File: config.mk
export PLATFORM = sky130hd
export DESIGN_NAME = clk_div_ctrl_flat
export DESIGN_NICKNAME = d
export VERILOG_FILES = /design/src/rtl/clk_div_pkg.sv /design/src/rtl/clk_div_ctrl_if.sv /design/src/rtl/clk_phase_cnt.sv /design/src/rtl/clk_div_ctrl.sv /design/src/flat_wrapper.sv
export SDC_FILE = /design/constraint.sdc
export NUM_CORES = 1
export LEC_CHECK = 0
export ABC_AREA = 1
export ABC_CLOCK_PERIOD_IN_PS = 4770
export CAP_MARGIN = 10
export CORE_MARGIN = 8
export CORE_UTILIZATION = 59
export CTS_CLUSTER_DIAMETER = 80
export DETAILED_ROUTE_END_ITERATION = 10
export MAX_ROUTING_LAYER = met4
export PLACE_DENSITY = 0.9
export SETUP_SLACK_MARGIN = 0.2
export SYNTH_ARGS = -nofsm -noshare
export SYNTH_HDL_FRONTEND = slang
export SYNTH_SLANG_ARGS = --single-unit
export TNS_END_PERCENT = 20
File: constraint.sdc
create_clock -name CLK -period 4.77 [get_ports CLK]
set_input_delay 0.477 -clock CLK [delete_from_list [all_inputs] [get_ports CLK]]
set_output_delay 0.477 -clock CLK [all_outputs]
set_load 0.05 [all_outputs]
File: src/rtl/clk_div_pkg.sv
// Shared definitions for the clock-enable divider controller.
//   state_e     : controller FSM encoding (IDLE / RUN_ST / DRAIN)
//   MIN_DIV     : smallest accepted divide ratio
//   DEFAULT_DIV : ratio in effect after reset (4 -> 25 MHz from 100 MHz)
package clk_div_pkg;

    typedef enum logic [1:0] {
        IDLE   = 2'd0,
        RUN_ST = 2'd1,
        DRAIN  = 2'd2
    } state_e;

    localparam int unsigned MIN_DIV     = 2;
    localparam int unsigned DEFAULT_DIV = 4;

endpackage

File: src/rtl/clk_div_ctrl_if.sv
// Control/status bundle of the divider controller.
//   RUN      : level, 1 = generate output, 0 = stop at period end
//   DIV_IN   : requested divide ratio
//   DIV_LOAD : 1-cycle request to load DIV_IN
//   DIV_ACK  : 1-cycle pulse, requested ratio now in effect
//   DIV_ERR  : 1-cycle pulse, request below minimum and discarded
//   DIV_CUR  : ratio currently in effect
//   ACTIVE   : controller not idle
//   TICK     : 1-cycle strobe per divided period
//   CLKOUT   : divided square wave
// master = requester side, slave = divider controller.
interface clk_div_ctrl_if #(
    parameter int unsigned CNT_W = 8
);
    logic             RUN;
    logic [CNT_W-1:0] DIV_IN;
    logic             DIV_LOAD;
    logic             DIV_ACK;
    logic             DIV_ERR;
    logic [CNT_W-1:0] DIV_CUR;
    logic             ACTIVE;
    logic             TICK;
    logic             CLKOUT;

    modport master (
        output RUN, DIV_IN, DIV_LOAD,
        input  DIV_ACK, DIV_ERR, DIV_CUR, ACTIVE, TICK, CLKOUT
    );

    modport slave (
        input  RUN, DIV_IN, DIV_LOAD,
        output DIV_ACK, DIV_ERR, DIV_CUR, ACTIVE, TICK, CLKOUT
    );
endinterface

File: src/rtl/clk_phase_cnt.sv
// Phase counter for the divider: counts 0..n_i-1 while enabled.
//   CLK, RST : clock, asynchronous active-high reset
//   clr_i    : force counter to 0 (has priority over en_i)
//   en_i     : advance counter
//   n_i      : divide ratio of the current period
//   wrap_o   : counter is at n_i-1 (next advance returns to 0)
//   half_o   : next advance lands on ceil(n_i/2), the falling point of CLKOUT
module clk_phase_cnt #(
    parameter int unsigned CNT_W = 8
) (
    input  logic             CLK,
    input  logic             RST,
    input  logic             clr_i,
    input  logic             en_i,
    input  logic [CNT_W-1:0] n_i,
    output logic             wrap_o,
    output logic             half_o
);
    logic [CNT_W-1:0] cnt_q;
    logic [CNT_W:0]   cnt_inc;
    logic [CNT_W:0]   half_pt;

    // One extra bit so N = 2**CNT_W-1 cannot overflow the comparisons.
    assign cnt_inc = {1'b0, cnt_q} + (CNT_W+1)'(1);
    assign half_pt = ({1'b0, n_i} + (CNT_W+1)'(1)) >> 1;
    assign wrap_o  = (cnt_inc == {1'b0, n_i});
    assign half_o  = (cnt_inc == half_pt);

    always_ff @(posedge CLK or posedge RST) begin
        if (RST) begin
            cnt_q <= '0;
        end else if (clr_i) begin
            cnt_q <= '0;
        end else if (en_i) begin
            cnt_q <= wrap_o ? '0 : cnt_inc[CNT_W-1:0];
        end
    end
endmodule

File: src/rtl/clk_div_ctrl.sv
// Run-time controller for the board clock-enable divider.
// Produces a divided square wave (CLKOUT, high ceil(N/2), low floor(N/2)) and a
// per-period strobe (TICK, coincident with the CLKOUT rising edge) from CLK.
// Stopping drains to the end of the current period; ratio reloads while running
// are held pending and applied only at a period boundary.
//   CLK : 100 MHz clock
//   RST : asynchronous active-high reset
//   bus : control/status bundle (slave side), see clk_div_ctrl_if
module clk_div_ctrl #(
    parameter int unsigned CNT_W       = 8,
    parameter int unsigned DEFAULT_DIV = clk_div_pkg::DEFAULT_DIV
) (
    input  logic           CLK,
    input  logic           RST,
    clk_div_ctrl_if.slave  bus
);
    import clk_div_pkg::*;

    state_e           state_q, state_d;
    logic             tick_q, tick_d;
    logic             clkout_q, clkout_d;
    logic             ack_q, ack_d;
    logic             err_q, err_d;
    logic [CNT_W-1:0] div_cur_q, div_cur_d;
    logic             pend_vld_q, pend_vld_d;
    logic [CNT_W-1:0] pend_div_q, pend_div_d;
    logic             load_ok, load_bad;
    logic             wrap, half;

    clk_phase_cnt #(
        .CNT_W (CNT_W)
    ) u_phase_cnt (
        .CLK    (CLK),
        .RST    (RST),
        .clr_i  (state_q == IDLE),
        .en_i   (state_q != IDLE),
        .n_i    (div_cur_q),
        .wrap_o (wrap),
        .half_o (half)
    );

    always_comb begin
        load_bad   = bus.DIV_LOAD && (bus.DIV_IN < CNT_W'(MIN_DIV));
        load_ok    = bus.DIV_LOAD && !load_bad;
        state_d    = state_q;
        tick_d     = 1'b0;
        clkout_d   = clkout_q;
        ack_d      = 1'b0;
        err_d      = load_bad;
        div_cur_d  = div_cur_q;
        pend_vld_d = pend_vld_q;
        pend_div_d = pend_div_q;

        case (state_q)
            IDLE: begin
                clkout_d = 1'b0;
                // Applied before RUN so a same-cycle load shapes the first period.
                if (load_ok) begin
                    div_cur_d = bus.DIV_IN;
                    ack_d     = 1'b1;
                end
                if (bus.RUN) begin
                    state_d  = RUN_ST;
                    tick_d   = 1'b1;
                    clkout_d = 1'b1;
                end
            end
            RUN_ST, DRAIN: begin
                if (wrap) begin
                    // Period boundary: RUN decides between a new period and idle.
                    if (bus.RUN) begin
                        state_d  = RUN_ST;
                        tick_d   = 1'b1;
                        clkout_d = 1'b1;
                    end else begin
                        state_d  = IDLE;
                        clkout_d = 1'b0;
                    end
                    if (pend_vld_q) begin
                        div_cur_d  = pend_div_q;
                        ack_d      = 1'b1;
                        pend_vld_d = 1'b0;
                    end
                end else begin
                    state_d = bus.RUN ? RUN_ST : DRAIN;
                    if (half) begin
                        clkout_d = 1'b0;
                    end
                end
                // A load on the wrap edge itself re-arms pending for the next wrap.
                if (load_ok) begin
                    pend_div_d = bus.DIV_IN;
                    pend_vld_d = 1'b1;
                end
            end
            default: begin
                state_d = IDLE;
            end
        endcase
    end

    always_ff @(posedge CLK or posedge RST) begin
        if (RST) begin
            state_q    <= IDLE;
            tick_q     <= 1'b0;
            clkout_q   <= 1'b0;
            ack_q      <= 1'b0;
            err_q      <= 1'b0;
            div_cur_q  <= CNT_W'(DEFAULT_DIV);
            pend_vld_q <= 1'b0;
            pend_div_q <= '0;
        end else begin
            state_q    <= state_d;
            tick_q     <= tick_d;
            clkout_q   <= clkout_d;
            ack_q      <= ack_d;
            err_q      <= err_d;
            div_cur_q  <= div_cur_d;
            pend_vld_q <= pend_vld_d;
            pend_div_q <= pend_div_d;
        end
    end

    assign bus.TICK    = tick_q;
    assign bus.CLKOUT  = clkout_q;
    assign bus.DIV_ACK = ack_q;
    assign bus.DIV_ERR = err_q;
    assign bus.DIV_CUR = div_cur_q;
    assign bus.ACTIVE  = (state_q != IDLE);
endmodule

File: src/flat_wrapper.sv
// flat-port wrapper written by rule: the top's interface ports become plain ports
module clk_div_ctrl_flat import clk_div_pkg::*;
#(
    parameter int unsigned CNT_W       = 8,
    parameter int unsigned DEFAULT_DIV = clk_div_pkg::DEFAULT_DIV
)
  (CLK, RST, bus_RUN, bus_DIV_IN, bus_DIV_LOAD, bus_DIV_ACK, bus_DIV_ERR, bus_DIV_CUR, bus_ACTIVE, bus_TICK, bus_CLKOUT);
  clk_div_ctrl_if #(.CNT_W(CNT_W)) bus_i ();
  input  logic CLK;
  input  logic RST;
  input wire logic [$bits(bus_i.RUN)-1:0] bus_RUN;
  input wire logic [$bits(bus_i.DIV_IN)-1:0] bus_DIV_IN;
  input wire logic [$bits(bus_i.DIV_LOAD)-1:0] bus_DIV_LOAD;
  output wire logic [$bits(bus_i.DIV_ACK)-1:0] bus_DIV_ACK;
  output wire logic [$bits(bus_i.DIV_ERR)-1:0] bus_DIV_ERR;
  output wire logic [$bits(bus_i.DIV_CUR)-1:0] bus_DIV_CUR;
  output wire logic [$bits(bus_i.ACTIVE)-1:0] bus_ACTIVE;
  output wire logic [$bits(bus_i.TICK)-1:0] bus_TICK;
  output wire logic [$bits(bus_i.CLKOUT)-1:0] bus_CLKOUT;
  assign bus_i.RUN = bus_RUN;
  assign bus_i.DIV_IN = bus_DIV_IN;
  assign bus_i.DIV_LOAD = bus_DIV_LOAD;
  assign bus_DIV_ACK = bus_i.DIV_ACK;
  assign bus_DIV_ERR = bus_i.DIV_ERR;
  assign bus_DIV_CUR = bus_i.DIV_CUR;
  assign bus_ACTIVE = bus_i.ACTIVE;
  assign bus_TICK = bus_i.TICK;
  assign bus_CLKOUT = bus_i.CLKOUT;
  clk_div_ctrl #(.CNT_W(CNT_W), .DEFAULT_DIV(DEFAULT_DIV)) u_core (.CLK(CLK), .RST(RST), .bus(bus_i));
endmodule
==> impl_metrics.csv, run 1 <==
group,metric,value,unit
outcome,status,"finished, final reports clean",
synth,async_reset_ff_share,100,%
synth,synth_edf_count,0,
sta,slew_violations,0,
sta,fin_crit_sh,50.4,%
power,power.density,635,nW/um^2
floorplan,die_w,73.6,um
synth,synth.distinct_cells,25,
route,routed_wirelength,4130,um
power,max-vdd-ir-drop,0.331,mV
floorplan,die_h,73.6,um
sta,setup_slack,2.36,ns
clocking,clkTransAtPathRegs,0.09,ns
sta,worst_pin_slew,0.507,ns
floorplan,core-area,3260,um^2
grt,grt_usage,18.0,%
setup_path,endpoint_kind,"primary output",
placement,place_congestion,0.840,
setup_path,rrSetupSlack,2.58,ns
sta,rsz0062_at_grt,"no",
synth,yosysSeqAreaShare,39.8,%
clocking,cts_tree,"done",
sta,max_clock_freq,416,MHz
clocking,ctsLongestPathBuffers,2,
route,vias,1847,
grt,antenna_found_initial,0,
finish,fillerInstances,307,
route,vias_per_cell,5.06,
setup_path,crit_arrival,1.93,ns
clocking,root_buffer,"clkbuf_4",
clocking,clkLatencyLatePin,0.33,ns
synth,postSynthCellCount,289,
power,finalPower,1.46,mW
placement,port_buffers,24,
route,drt_iter0_drc,106,
clocking,cts_buffers,5,
finish,num_antenna_cells,0,
setup_path,critPathKind,"reg2out",
finish,nNetsFinal,334,
clocking,cts-resized-gates,0,
clocking,postCtsSetupBuffers,0,
synth,syn-cell-area,1950,um^2
floorplan,initial_core_util,60.0,%
synth,yosys.area.top_type,"dfrtp_1",
synth,yosys-top-cells-area,"dfrtp_1 38%, nand2_1 21%, nand3_1 8.2%",
floorplan,die_area,5410,um^2
grt,overflow,0,
route,ant_nets,0,
setup_path,reg2reg_from,"u_core.state_q[0]",
finish,fin_util,70.6,%
synth,synthTopCellsByCount,"107 x nand2_1, 40 x inv_1, 32 x nand3_1, 30 x dfrtp_1, 25 x nor2_1",
grt,grt_pass1_vias,1831,
worst_hold_path,holdPathStages,2,
finish,final_layout_size_suffix_gt1_share,7.21,%
synth,ys.flop_type,"dfrtp_1",
synth,synth_top_area_share,38.4,%
setup_path,path_max_fanout,5,
sta,min_period,2.41,ns
finish,area_delta_synth_final,17.7,%
synth,yosysWarnings,0,
grt,grt_first_pass_wirelength,7540,um
clocking,cts_sinks,31,
floorplan,rows,21,
setup_path,reg2reg_depth,9,
setup_path,critPathRequiredTime,4.29,ns
synth,synth_most_common_cell,"nand2_1",
floorplan,ios,25,
clocking,cts_hold_buf,0,
setup_path,r2r-end,"u_core.bus.DIV_CUR[1]",
route,wl_per_cell,11.3,um
grt,grt_max_degree,32,
sta,finalHoldViolCount,0,
setup_path,start_kind,"flip-flop",
placement,dp_hpwl,3270,um
sta,setup-violations-final,0,
synth,synth_seq_cells,31,
placement,place_ws,2.58,ns
worst_hold_path,holdPathEnd,"u_core.bus.CLKOUT",
worst_hold_path,hold_path_startpoint,"u_core.bus.CLKOUT",
worst_hold_path,hold_path.class,"reg2reg",
sta,maxSlewHeadroom,66.1,%
power,p_leak,1.19,nW
route,first_pass_iters,4,
synth,syn-mean-instance-area,6.76,um^2
sta,fin_setup_tns,0,ns
synth,syn_nets,305,
clocking,h-tree-depth,2,
job,max_cap_violations,0,
route,drc,0,
sta,skew,0.00998,ns
-- critical path: stages, from the launching register on --
cell             delay (ns)
dfrtp_1                0.36
inv_1                  0.06
ha_1                   0.26
inv_1                  0.12
clkdlybuf4s50_1        0.81
-- metal layers --
| metal | part of all wire, % | global-route usage (%) | vias up |
|---|---|---|---|
| li1 | - | - | 971 |
| met1 | 42 | 19.2 | 817 |
| met2 | 51 | 31.1 | 46 |
| met3 | 4.2 | 3.68 | 13 |
| met4 | 2.5 | 8.43 | 0 |
| met5 | 0 | - | - |
-- kinds of logic after synthesis --
logic type,Yosys count,share of synthesized area (%)
compound gates,29,8.19
xor+xnor,3,1.34
fa+ha+maj,4,2.56
buf+inv,44,8.51
flops,31,39.8
simple gates,178,39.6
-- through the flow --
step / cells / hold WS [ns] / cell area (um^2)
after floorplan: 289 / 0.453 / 1950
after global placement: 357 / 0.463 / 2250
after detailed placement: 357 / 0.461 / 2250
after CTS: 365 / 0.487 / 2300
after global routing: 365 / 0.518 / 2300
final: 365 / 0.480 / 2300
-- report_power, final --
part	internal, mW	switching [mW]	leakage, nW	total (mW)
combinational	0.284	0.576	0.761	0.861
sequential	0.362	0.0907	0.394	0.453
clock	0.0548	0.0927	0.0347	0.147
-- layout make-up --
| type | instances | area, um^2 | area share [%] |
|---|---|---|---|
| clock buffer | 5 | 37.5 | 1.63 |
| clock inverter | 3 | 15.0 | 0.653 |
| inverter | 41 | 154 | 6.69 |
| multi-input combinational | 214 | 1010 | 44.0 |
| sequential | 31 | 777 | 33.8 |
| tap | 46 | 57.6 | 2.50 |
| timing repair buffer | 25 | 248 | 10.8 |
-- sequential cells by signal, indices dropped and copies added, names as in the netlist --
| name | flops |
|---|---|
| u_core.bus.DIV_ERR | 1 |
| u_core.bus.CLKOUT | 1 |
| u_core.pend_div_q | 8 |
| u_core.bus.DIV_CUR | 8 |
| u_core.bus.TICK | 1 |
| u_core.state_q | 2 |
| u_core.u_phase_cnt.cnt_q | 8 |
| u_core.bus.DIV_ACK | 1 |
| u_core.pend_vld_q | 1 |
-- worst max path at each step --
stage                                      end  cells past startpoint                  start
after floorplan              u_core.bus.CLKOUT                     14  u_core.bus.DIV_CUR[1]
after global placement    u_core.pend_div_q[0]                      9          bus_DIV_IN[6]
after detailed placement  u_core.pend_div_q[1]                      9          bus_DIV_IN[6]
after CTS                           bus_ACTIVE                      4      u_core.state_q[0]
after global routing                bus_ACTIVE                      4      u_core.state_q[0]
final                               bus_ACTIVE                      4      u_core.state_q[0]
-- layout by cell type (no fill, tap or decap), types with 2 or more instances in the layout --
| cell type | instances |
|---|---|
| nand2_1 | 107 |
| nor2_4 | 2 |
| xor2_1 | 2 |
| nand2_2 | 3 |
| clkbuf_4 | 5 |
| o21ai_0 | 20 |
| inv_1 | 40 |
| nor2_1 | 25 |
| ha_1 | 4 |
| dfrtp_1 | 30 |
| nand2_4 | 2 |
| nor2_2 | 2 |
| nand3_1 | 32 |
| o21bai_1 | 2 |
| clkinv_2 | 3 |
| nand4_1 | 3 |
| a21oi_1 | 4 |
| clkdlybuf4s50_1 | 24 |
No activity file was read; power rests on OpenSTA's default activity.
==> run 2, diff against run 1 <==
--- a/config.mk
+++ b/config.mk
@@ -6,14 +6,14 @@
 export NUM_CORES = 1
 export LEC_CHECK = 0
 export ABC_AREA = 1
-export ABC_CLOCK_PERIOD_IN_PS = 4770
+export ABC_CLOCK_PERIOD_IN_PS = 2200
 export CAP_MARGIN = 10
 export CORE_MARGIN = 8
-export CORE_UTILIZATION = 59
+export CORE_UTILIZATION = 50
 export CTS_CLUSTER_DIAMETER = 80
 export DETAILED_ROUTE_END_ITERATION = 10
 export MAX_ROUTING_LAYER = met4
-export PLACE_DENSITY = 0.9
+export PLACE_DENSITY = 0.82
 export SETUP_SLACK_MARGIN = 0.2
 export SYNTH_ARGS = -nofsm -noshare
 export SYNTH_HDL_FRONTEND = slang
==> constraint.sdc (replaced) <==
create_clock -name CLK -period 2.2 [get_ports CLK]
set_input_delay 0.22 -clock CLK [delete_from_list [all_inputs] [get_ports CLK]]
set_output_delay 0.22 -clock CLK [all_outputs]
set_load 0.05 [all_outputs]
==> impl_metrics.csv, run 2 (synthesized netlist as in run 1, its figures left out) <==
group,metric,value,unit
route,drc,0,
clocking,cts_sinks,31,
sta,maxSlewHeadroom,65.1,%
setup_path,endpoint_kind,"primary output",
power,combPwrFrac,59.3,%
setup_path,cp_num_buf_inv,1,
setup_path,critPathRequiredTime,1.98,ns
power,p_leak,1.25,nW
route,ant_nets,0,
setup_path,slowest_delay,0.83,ns
setup_path,crit_arrival,1.71,ns
setup_path,cp_cell_sequence,"clkdlybuf4s50_1",
finish,fin_util,66.2,%
route,vias_per_cell,5.10,
finish,layout_common_cells,"102 x nand2_1, 40 x inv_1, 30 x nand3_1",
clocking,h-tree-depth,2,
route,drt_iter0_drc,138,
route,routed_wirelength,4610,um
power,power.internal,1.74,mW
placement,place_congestion,0.863,
job,max_cap_violations,0,
power,max-vdd-ir-drop,0.886,mV
grt,grt_pass1_vias,1739,
sta,fin_setup_tns,0,ns
setup_path,critical-path-top-delay-family,"buffers and inverters",
finish,nNetsFinal,342,
sta,setup-violations-final,0,
floorplan,die_w,78.5,um
route,vias,1913,
placement,dp_hpwl,3430,um
sta,rsz0062_at_grt,"yes",
power,finalPower,3.50,mW
route,wl_per_cell,12.3,um
power,swShare,50.2,%
finish,area_delta_synth_final,25.8,%
sta,worst_pin_slew,0.522,ns
power,p_switching,1.76,mW
sta,fin_crit_sh,87.5,%
setup_path,path_max_fanout,7,
grt,grt_first_pass_wirelength,7400,um
sta,skew,0.00656,ns
setup_path,critPathKind,"reg2out",
setup_path,start_kind,"flip-flop",
outcome,status,"finished, final reports clean",
clocking,root_buffer,"clkbuf_8",
sta,finalHoldViolCount,0,
finish,final_layout_size_suffix_gt1_share,12.8,%
finish,fillerInstances,345,
finish,num_antenna_cells,0,
clocking,clkTransAtPathRegs,0.07,ns
clocking,clkLatencyLatePin,0.28,ns
floorplan,ios,25,
floorplan,die_h,78.5,um
clocking,ctsLongestPathBuffers,2,
floorplan,die_area,6170,um^2
placement,port_buffers,24,
route,first_pass_iters,5,
sta,max_clock_freq,519,MHz
floorplan,initial_core_util,52.6,%
finish,mostFrequentLayoutCell,"nand2_1",
clocking,cts_tree,"done",
grt,grt_usage,15.2,%
setup_path,critical-path-slowest-cell,"clkdlybuf4s50_1",
floorplan,core-area,3720,um^2
grt,antenna_found_initial,0,
sta,min_period,1.93,ns
placement,place_ws,0.209,ns
power,power.density,1430,nW/um^2
power,pwr-share-clk,12.4,%
grt,overflow,0,
clocking,cts_buffers,5,
sta,slew_violations,0,
worst_hold_path,hold_path.class,"in2async",
floorplan,rows,22,
sta,setup_slack,0.274,ns
power,seqPwrFrac,28.3,%
grt,grt_max_degree,32,
## run 2: changes by cell type in the layout (fill, tap and decap cells not counted), moves of 3 or more
| cell | change |
|---|---|
| buf_4 | +7 |
| clkbuf_1 | +3 |
| clkbuf_4 | -5 |
| clkbuf_8 | +5 |
| clkinv_2 | -3 |
| dfrtp_1 | -3 |
| dfrtp_2 | +3 |
| nand2_1 | -5 |
| nand2_2 | +4 |
## run 2: what timing repair did
item	4_1_cts	5_1_grt
setup buffers	0	5
hold buffers	0	0
endpoints found under the hold margin	0	0
pin swaps	0	3
endpoints found under the setup margin	4	20
gates resized for setup	1	21
## run 2: per-stage QoR
stage	hold slack, ns	instances	area [um^2]
2_1_floorplan	0.323	289	1950
3_3_place_gp	0.469	362	2270
3_5_place_dp	0.471	362	2270
4_1_cts	0.327	370	2350
5_1_grt	0.360	375	2460
6_report	0.316	375	2460
## run 2: power by group through the flow
stage,Clock (mW),Combinational [mW],Sequential [mW]
final,0.434,2.08,0.993
after global routing,0.448,2.29,1.02
after CTS,0.436,1.94,0.974
after detailed placement,0,1.94,0.980
after global placement,0,1.89,0.977
after floorplan,0,1.11,1.26
## run 2: metal layers
layer  up-vias  wire length [um]  GRT usage [%]
met5         -                 0              -
met4         0                98           6.67
met3        13               135           3.76
met2        35              2430           27.3
met1       886              1950           15.3
li1        979                 -              -
## run 2: path summary, 6_finish.rpt
| check | slack [ns] | depth (start not counted) | to | startpoint |
|---|---|---|---|---|
| min in group CLK | 0.49 | 2 | u_core.bus.CLKOUT | u_core.bus.CLKOUT |
| min reg2reg | 0.49 | 2 | u_core.bus.CLKOUT | u_core.bus.CLKOUT |
| max | 0.27 | 1 | bus_DIV_CUR[2] | u_core.bus.DIV_CUR[2] |
| min | 0.32 | 3 | u_core.u_phase_cnt.cnt_q[0] | RST |
| max in group asynchronous | 1.56 | 3 | u_core.bus.DIV_CUR[2] | RST |
| max reg2reg | 0.29 | 14 | u_core.bus.CLKOUT | u_core.u_phase_cnt.cnt_q[1] |
## run 2: cell type report
class | instances | area, um^2 | share of cell area [%]
sequential | 31 | 781 | 31.8
timing repair buffer | 33 | 310 | 12.6
clock buffer | 8 | 80.1 | 3.26
tap | 48 | 60.1 | 2.44
inverter | 41 | 154 | 6.26
multi-input combinational | 214 | 1070 | 43.7
==> run 3, diff against run 2 <==
--- a/config.mk
+++ b/config.mk
@@ -9,13 +9,14 @@
 export ABC_CLOCK_PERIOD_IN_PS = 2200
 export CAP_MARGIN = 10
 export CORE_MARGIN = 8
-export CORE_UTILIZATION = 50
+export CORE_UTILIZATION = 51
 export CTS_CLUSTER_DIAMETER = 80
 export DETAILED_ROUTE_END_ITERATION = 10
 export MAX_ROUTING_LAYER = met4
-export PLACE_DENSITY = 0.82
+export PLACE_DENSITY = 0.83
 export SETUP_SLACK_MARGIN = 0.2
 export SYNTH_ARGS = -nofsm -noshare
 export SYNTH_HDL_FRONTEND = slang
+export SYNTH_HIERARCHICAL = 1
 export SYNTH_SLANG_ARGS = --single-unit
 export TNS_END_PERCENT = 20
==> impl_metrics.csv, run 3 <==
group,metric,value,unit
floorplan,ios,25,
synth,synth_most_common_cell,"nand2_1",
grt,grt_usage,16.9,%
synth,syn-mean-instance-area,7.26,um^2
finish,nNetsFinal,353,
placement,place_ws,0.0831,ns
sta,setup_slack,0.171,ns
synth,yosysWarnings,6,
sta,setup-violations-final,0,
setup_path,endpoint_kind,"flip-flop",
floorplan,rows,23,
synth,synth_seq_cells,31,
synth,yosys.area.top_type,"dfrtp_1",
clocking,root_buffer,"clkbuf_8",
synth,synth_top_area_share,35.2,%
clocking,cts_buffers,5,
placement,dp_hpwl,3580,um
setup_path,cp_num_buf_inv,1,
clocking,ctsLongestPathBuffers,2,
finish,area_delta_synth_final,26.9,%
power,power.density,1360,nW/um^2
grt,grt_max_degree,24,
power,p_leak,1.31,nW
finish,fin_util,67.2,%
clocking,cts_tree,"done",
sta,max_clock_freq,493,MHz
synth,ys.flop_type,"dfrtp_1",
placement,place_congestion,0.848,
placement,port_buffers,24,
route,routed_wirelength,5110,um
finish,final_layout_size_suffix_gt1_share,24.9,%
finish,num_antenna_cells,0,
sta,fin_setup_tns,0,ns
sta,rsz0062_at_grt,"yes",
sta,finalHoldViolCount,0,
floorplan,initial_core_util,53.0,%
sta,fin_crit_sh,92.2,%
route,wl_per_cell,13.2,um
floorplan,die_w,80.7,um
grt,grt_pass1_vias,1908,
finish,mostFrequentLayoutCell,"nand2_1",
setup_path,slowest_delay,0.41,ns
synth,syn_nets,310,
outcome,status,"finished, final reports clean",
finish,final_area,2710,um^2
finish,layout_common_cells,"93 x nand2_1, 31 x inv_1, 27 x dfrtp_1",
route,drc,0,
floorplan,die_h,80.7,um
sta,hold_ws,0.211,ns
synth,yosys-top-cells-area,"dfrtp_1 35%, nand2_1 18%, nand3_1 6.6%",
clocking,cts_hold_buf,0,
job,max_cap_violations,0,
placement,dpl.cell_count,370,
clocking,h-tree-depth,2,
synth,synthTopCellsByCount,"103 x nand2_1, 32 x inv_1, 30 x dfrtp_1, 28 x nand3_1, 17 x nor2_1",
route,drt_iter0_drc,117,
sta,maxSlewHeadroom,65.8,%
synth,postSynthCellCount,294,
setup_path,start_kind,"flip-flop",
worst_hold_path,hold_path.class,"in2async",
setup_path,crit_arrival,2.20,ns
grt,overflow,0,
route,ant_nets,0,
sta,slew_violations,0,
clocking,cts_sinks,31,
sta,skew,0.00844,ns
route,vias_per_cell,5.13,
setup_path,path_max_fanout,8,
clocking,clkLatencyLatePin,0.28,ns
floorplan,core-area,4030,um^2
setup_path,critical-path-top-delay-family,"simple AND/OR/NAND/NOR gates",
grt,antenna_found_initial,0,
setup_path,cp_cell_sequence,"ha_4 -> nand2_4 -> nor2_4 -> nand2_2 -> nand2_2 -> nand2_1 -> nand2_1 -> nand2_2 -> nor2_4 -> nand3_4 -> inv_4 -> nand3_4 -> o21ai_4 -> nand2_4 -> nand2_1 -> nand2_1",
setup_path,critPathKind,"reg2reg",
setup_path,cp_common_cell,"nand2_1",
setup_path,critical-path-slowest-cell,"dfrtp_1",
synth,async_reset_ff_share,100,%
route,vias,1991,
sta,min_period,2.03,ns
power,max-vdd-ir-drop,0.691,mV
placement,dpl_cell_area,2450,um^2
floorplan,die_area,6510,um^2
clocking,clkTransAtPathRegs,0.06,ns
synth,synth.distinct_cells,33,
finish,final_cells,388,
route,first_pass_iters,5,
grt,grt_first_pass_wirelength,8560,um
synth,synth_edf_count,0,
synth,yosysSeqAreaShare,36.4,%
sta,worst_pin_slew,0.512,ns
synth,syn-cell-area,2130,um^2
setup_path,critPathRequiredTime,2.37,ns
power,finalPower,3.69,mW
-- run 3: cell families (layout without fill, tap and decap cells) --
logic type	count (synthesis)	in the layout	share of synthesized area, %
adder cells (fa/ha/maj)	4	4	2.34
AO/OA/AOI/OAI	27	28	9.03
XOR/XNOR	12	12	5.63
flip-flops	31	31	36.4
AND/OR/NAND/NOR	178	178	38.3
buffers and inverters	42	85	8.32
-- run 3: path summary, 6_finish.rpt --
path	from	to	slack [ns]	depth (start not counted)
worst max-delay path	u_core/u_phase_cnt/cnt_q[1]	u_core/bus.DIV_CUR[5]	0.17	16
worst min-delay path	RST	u_core/u_phase_cnt/cnt_q[1]	0.21	2
worst max register to register	u_core/u_phase_cnt/cnt_q[1]	u_core/bus.DIV_CUR[5]	0.17	16
worst min register to register	u_core/pend_div_q[7]	u_core/pend_div_q[7]	0.48	2
max in group asynchronous	RST	u_core/bus.DIV_CUR[2]	1.60	3
min in group CLK	u_core/pend_div_q[7]	u_core/pend_div_q[7]	0.48	2
-- run 3: area by class of cell --
class                      count  area [um^2]
tap                           50         62.6
clock buffer                   8         80.1
sequential                    31          781
inverter                      37          141
timing repair buffer          40          358
multi-input combinational    222         1290
fill                         351         1320
-- run 3: worst reg2reg max path, cell delays in order, from the launching register on --
cell     delay (ns)
dfrtp_1        0.41
ha_4           0.19
nand2_4        0.07
nor2_4         0.15
nand2_2        0.07
nand2_2        0.07
nand2_1        0.05
nand2_1        0.08
nand2_2        0.06
nor2_4         0.13
nand3_4        0.09
inv_4          0.07
nand3_4        0.10
o21ai_4        0.12
nand2_4        0.12
nand2_1        0.08
nand2_1        0.04
-- run 3: where the power goes --
part / total, mW / switching (mW) / internal (mW)
clock: 0.419 / 0.195 / 0.224
combinational: 2.27 / 1.43 / 0.840
sequential: 1.00 / 0.209 / 0.792
-- run 3: routing by layer --
metal	share of wire, %	global-route usage [%]
met2	51	27.4
met5	0	-
met3	5.0	3.68
met4	1.2	6.61
met1	43	20.0
-- run 3: timing repair --
item | 4_1_cts | 5_1_grt
buffers inserted | 1 | 8
resized for setup | 5 | 19
pin swaps | 0 | 12
endpoints found under the setup margin | 9 | 12
gates cloned | 1 | 0
